## src/rtl/pipe_stage_reg.sv

```systemverilog
// Pipeline boundary register: payload + valid with flush, bubble insertion and NOP substitution.
// Optional stall/bubble performance counters are built when PIPE_PERF_CNT_EN is defined.
module pipe_stage_reg #(
    parameter int                DATA_W    = 110,
    parameter int                STALL_W   = 6,
    parameter int                STAGE_IDX = 3,
    parameter logic [DATA_W-1:0] NOP_VALUE = {DATA_W{1'b0}},
    parameter int                CNT_W     = 16
) (
    input  logic               clk,
    input  logic               rst_n,
    input  logic [STALL_W-1:0] stall_i,
    input  logic               flush_i,
    input  logic               in_valid_i,
    input  logic [DATA_W-1:0]  in_data_i,
    output logic               out_valid_o,
    output logic [DATA_W-1:0]  out_data_o,
    output logic               bubble_o,
    output logic [CNT_W-1:0]   stall_cnt_o,
    output logic [CNT_W-1:0]   bubble_cnt_o
);

    localparam int DN_IDX = STAGE_IDX + 1;

    logic up, dn;
    logic do_flush, do_bubble, do_load, do_hold;

    assign up = stall_i[STAGE_IDX];
    assign dn = stall_i[DN_IDX];

    // Mutually exclusive edge actions in priority order; flush beats any stall.
    assign do_flush  = flush_i;
    assign do_bubble = !flush_i && up && !dn;
    assign do_load   = !flush_i && !up;
    assign do_hold   = !flush_i && up && dn;

    always_ff @(posedge clk) begin
        if (!rst_n) begin
            out_valid_o <= 1'b0;
            out_data_o  <= NOP_VALUE;
            bubble_o    <= 1'b0;
        end else if (do_flush || do_bubble) begin
            out_valid_o <= 1'b0;
            out_data_o  <= NOP_VALUE;
            bubble_o    <= 1'b1;
        end else if (do_load) begin
            out_valid_o <= in_valid_i;
            out_data_o  <= in_valid_i ? in_data_i : NOP_VALUE;
            bubble_o    <= 1'b0;
        end
    end

`ifdef PIPE_PERF_CNT_EN
    localparam logic [CNT_W-1:0] CNT_ONE = {{(CNT_W-1){1'b0}}, 1'b1};

    logic [CNT_W-1:0] stall_cnt_q, bubble_cnt_q;

    // Both counters saturate; at most one of them moves per edge.
    always_ff @(posedge clk) begin
        if (!rst_n) begin
            stall_cnt_q  <= '0;
            bubble_cnt_q <= '0;
        end else begin
            if (do_hold && stall_cnt_q != {CNT_W{1'b1}})
                stall_cnt_q <= stall_cnt_q + CNT_ONE;
            if ((do_flush || do_bubble) && bubble_cnt_q != {CNT_W{1'b1}})
                bubble_cnt_q <= bubble_cnt_q + CNT_ONE;
        end
    end

    assign stall_cnt_o  = stall_cnt_q;
    assign bubble_cnt_o = bubble_cnt_q;
`else
    assign stall_cnt_o  = '0;
    assign bubble_cnt_o = '0;
`endif

    // Upstream running while downstream stalls would overwrite an entry nobody consumed.
    illegal_stall_a: assert property (@(posedge clk) disable iff (!rst_n) !(do_load && dn));

    // A loaded payload (dn=0) leaving `do_load` unused otherwise is fine; hold is the implicit else.
    logic unused_hold;
    assign unused_hold = do_hold;

endmodule

```

## config.mk

```make
export PLATFORM = sky130hd
export DESIGN_NAME = pipe_stage_reg
export DESIGN_NICKNAME = d
export VERILOG_FILES = /design/src/rtl/pipe_stage_reg.sv
export SDC_FILE = /design/constraint.sdc
export NUM_CORES = 1
export LEC_CHECK = 0
export ABC_AREA = 1
export CORE_ASPECT_RATIO = 1.2
export CORE_UTILIZATION = 35
export CTS_BUF_LIST = sky130_fd_sc_hd__clkbuf_4
export DETAILED_ROUTE_END_ITERATION = 10
export DONT_BUFFER_PORTS = 1
export PLACE_DENSITY = 0.48
export SYNTH_ARGS = -nofsm -noshare
export SYNTH_HDL_FRONTEND = slang
export SYNTH_SLANG_ARGS = --single-unit
export TNS_END_PERCENT = 30
```

## constraint.sdc

```tcl
create_clock -name clk -period 0.8 [get_ports clk]
set_input_delay 0.12 -clock clk [delete_from_list [all_inputs] [get_ports clk]]
set_output_delay 0.12 -clock clk [all_outputs]
set_load 0.02 [all_outputs]
```

### Word level (Yosys, flattened, before mapping)

Index checks and enable logic that the tools add are counted.

* output and inout port bits: 144
* flip-flop bits (word level): 112
* bits of input ports: 120

* mux-type cells: 3
* reductions and logical operators: 9
* bitwise logic cells: 1

Operator list (count)
* $mux W110: 1
* $logic_and A1 B1 Y1: 3
* $logic_not A1 Y1: 3
* $mux W1: 2
* $reduce_bool A2 Y1: 1
* $reduce_or A2 Y1: 1
* $logic_or A1 B1 Y1: 1
* $not A1 Y1: 1

### Longest topological paths before layout

* word-level depth: 5
* depth in mapped cells: 7

### Worst setup path before layout

OpenSTA, ideal clock, no wires.

* path kind: input-to-reg
* start: input stall_i[3]
* end: register out_data_o[18]
* stages: 6
* buffers on the path: 2
* required time: 683 ps
* arrival: 724 ps
* setup time: 117 ps
* path slack: -41 ps
* cell sequence: nor2_2 -> buf_4 -> buf_2 -> nor2_1 -> nor2_1 -> nor2_1

* word-level cells in the longest chain between the ends: 4

RTL lines
* from (decl): RTL line 12 `input logic [STALL_W-1:0] stall_i,`
* $logic_and A1 B1 Y1
* $logic_and A1 B1 Y1: RTL line 33 `assign do_bubble = !flush_i && up && !dn;`
* $logic_or A1 B1 Y1: RTL line 42 `end else if (do_flush || do_bubble) begin`
* $reduce_or A2 Y1 (no source line)
* to (signal assigned): RTL line 48 `out_data_o <= in_valid_i ? in_data_i : NOP_VALUE;`
* to (decl): RTL line 17 `output logic [DATA_W-1:0] out_data_o,`

Parallel ways exist; a longest one is shown, timed or not.
A chain may end at the register's enable or synchronous reset.

### Final worst setup path

* start: register out_data_o[23]
* end: output out_data_o[23]

No word-level cell between the ends.

==> results.txt <==
* Run status: finished, violations left
- The final reports fail on negative hold slack, negative setup slack.
- The initial utilization of the core area, before any placement, comes to between 30 and 40%.
- Final Wtd Congestion: 0.7296
- Number of remaining DRC errors: 0
* Area delta synth->final: 54.00%
* Total power consumption of the routed design: 0.009855 W
- The synthesized design contains 112 register bits.
* Final layout net count: 1203
* Num CTS Buffers: 9
- The initial antenna violation count was 1.
- The floorplan step set the die height to 136.7 µm.
- In this run the power density over the cells is 1210 nW/µm².
* Fin crit period: 1092 ps
* Number of global-route vias before repair: 5053
* Critical path data required time: ~680 ps
* TritonRoute pass-1 iters: 5
- Path class of the lowest-slack min-delay path: in2reg
* Start-to-end type of the worst setup path: reg2out
* Global-route wire length before repair: between 20000 and 25000 µm
* Setup skew after layout: 0 ps
* Detailed-route via count: 5368
- In this run the number of cells on the critical path is 1.
* Non-filler cells, final: about 1300
- Post-detailed-route via-to-cell ratio: 4.164
* Global route total overflow: 0
* Die ar.: 15610 µm²
- Final critical-path share of the clock period: 136.5%
- Setup violations remaining at the end of the flow were counted as ~110.
* Cells along the critical path: buf_6
- Critical Path Slowest Stage Cell: sky130_fd_sc_hd__dfxtp_2
* Total routed wirelength: 15040 µm
* Worst-skew pair later-pin latency: 460 ps
- Count of different cell masters after synthesis: 12
- Derived from the worst setup path, the maximum achievable clock frequency is 916.1 MHz.
- Worst r2r path cells: 5
- Buffers placed on the I/O ports in this run total 0.
- Layout fillers: 1403
- The cell area that synthesis handed to floorplanning was about 5300 µm².
- Average routed wire per standard cell: between 10 and 15 µm
* Data arrival time of the critical path: about 970 ps
- Clk sink count: 112
* Hold_buf cts: 114
- Number of cells on the worst hold path: 4
* Area of the core region: about 15000 µm²
- Cell at the root of the clock tree: sky130_fd_sc_hd__clkbuf_4
- In the global route stage, overall resource usage came out at 18.66%.
- Static leakage power: roughly 3.4 nW
- Sequential share of the synthesized area: 42.38%
* TritonCTS clock tree: yes
* Clock-pin slew on the worst setup and hold paths: between 150 and 200 ps
* Bufs on Longest Clock Path: 2
- Maximum vdd drop: 0.8299 mV
- Mean instance size in the synthesized netlist: between 6 and 7 µm²
- Once routing completed, OpenROAD measured the worst setup slack at -291.6 ps.
- STA classifies the critical path startpoint as a flop.
- Number of top-level pins: 264
- The detail route stage leaves a number of antenna-violating nets equal to 0.
- Die width: 114.2 µm
- Setup repair after global routing missed its margin: yes
- In this design, the largest share of critical-path delay is due to flip-flops.
* Tightest hold margin: -148.7 ps
- Yosys printed 0 warnings.
- CTS built an H-tree with a depth of 3.
- Post-DP HPWL: 9355 µm
- Placed Instances: 1145
- Final count of hold timing violations: 109
- Entering global routing, the biggest net connects 112 pins.
- The worst setup path is captured at an output port.
- Buf+Inv Stages, Crit Path: 1
- The final number of max-transition violations was 0.
* Worst path max stage delay: 380 ps
- The placed instances occupy a cell area of 6226 µm².
- Cells after Synth: 869
- Number of rows in the core area: 48
- Worst R2R Setup Slack: 0 ps
- Count of routing violations after the opening detailed-route iteration: approximately 230
* Max-cap violations: 0
- Of all nets on the critical path, the largest fanout is 2.
- Cells with a size suffix above 1 make up 25.46% of the layout.
- After routing the design area is 8147 µm².
==> path summary, 6_finish.rpt <==
path                       start             end
setup reg to reg  out_data_o[71]  out_data_o[71]
setup / recovery  out_data_o[23]  out_data_o[23]
hold / removal        in_valid_i   out_data_o[4]
hold reg to reg         bubble_o        bubble_o
==> report_power, final <==
group          switching, W  internal [W]  total, W
combinational      0.000843      0.000769   0.00161
sequential        0.0000439       0.00565   0.00569
clock               0.00182      0.000730   0.00255
==> state kept, by name, summed over array words and instances, names as in the netlist <==
register,flops
bubble_o,1
out_valid_o,1
out_data_o,110
==> cell families after synthesis <==
| group | Yosys count | synth area share (%) |
|---|---|---|
| and+or+nand+nor | 560 | 39.81 |
| other | 1 | 0.07089 |
| DFF | 112 | 42.38 |
| AOI/OAI and AO/OA | 1 | 0.09452 |
| buffers and inverters | 195 | 17.64 |
==> synth_stat cells (all sizes together) <==
cell type  count  share of area (%)
dfxtp        112                 42
nor3           1              0.095
conb           1              0.071
nor2         446                 32
nand2        113                8.0
inv          115                8.2
buf           75                9.1
clkbuf         5               0.35
a21oi          1              0.095
==> what timing repair did <==
| item | in CTS | in global routing |
|---|---|---|
| setup buffers | 2 | 11 |
| resized for setup | 224 | 9 |
| pin swaps | 0 | 14 |
| setup endpoints to repair | 112 | 222 |
| hold endpoints to repair | 112 | 109 |
==> through the flow <==
stage / setup TNS (ps) / util, % / setup WS (ps)
after floorplan: -684.7 / - / -7.608
after global placement: -11480 / 42.66 / -141.0
after detailed placement: -13210 / 42.66 / -166.4
after CTS: -53050 / 55.19 / -339.9
after global routing: -37780 / 55.82 / -362.5
final: -29860 / 55.82 / -291.6
==> placed cells by master (no fill, tap or decap) <==
| master | instances |
|---|---|
| sky130_fd_sc_hd__clkinv_2 | 2 |
| sky130_fd_sc_hd__inv_2 | 7 |
| sky130_fd_sc_hd__clkbuf_4 | 12 |
| sky130_fd_sc_hd__clkinv_1 | 1 |
| sky130_fd_sc_hd__buf_6 | 112 |
| sky130_fd_sc_hd__clkinvlp_4 | 1 |
| sky130_fd_sc_hd__a21oi_1 | 1 |
| sky130_fd_sc_hd__dfxtp_2 | 112 |
| sky130_fd_sc_hd__nor3_1 | 1 |
| sky130_fd_sc_hd__inv_1 | 108 |
| sky130_fd_sc_hd__buf_4 | 17 |
| sky130_fd_sc_hd__dlygate4sd3_1 | 113 |
| sky130_fd_sc_hd__conb_1 | 32 |
| sky130_fd_sc_hd__nand2_1 | 111 |
| sky130_fd_sc_hd__nor2_2 | 2 |
| sky130_fd_sc_hd__buf_12 | 9 |
| sky130_fd_sc_hd__dlymetal6s4s_1 | 1 |
| sky130_fd_sc_hd__nor2_1 | 443 |
| sky130_fd_sc_hd__nor2_4 | 1 |
| sky130_fd_sc_hd__nand2_4 | 2 |
| sky130_fd_sc_hd__diode_2 | 1 |
==> layout make-up <==
cell class / instances / area (µm²) / share of cell area [%]
antenna: 1 / 2.502 / 0.03072
clock buffer: 12 / 90.09 / 1.106
clock inverter: 4 / 21.27 / 0.2611
inverter: 115 / 431.7 / 5.299
multi-input combinational: 593 / 2256 / 27.69
sequential: 112 / 2382 / 29.24
tap: 200 / 250.2 / 3.072
timing repair buffer: 252 / 2713 / 33.30
==> metal layers <==
metal | up-vias | share of wire (%) | track usage [%]
li1 | 2824 | - | -
met1 | 2359 | 42 | 20.47
met2 | 166 | 50 | 34.07
met3 | 19 | 5.9 | 4.562
met4 | 0 | 2.1 | 7.864
met5 | - | 0 | 0
Power figures use the tool's default switching activity.
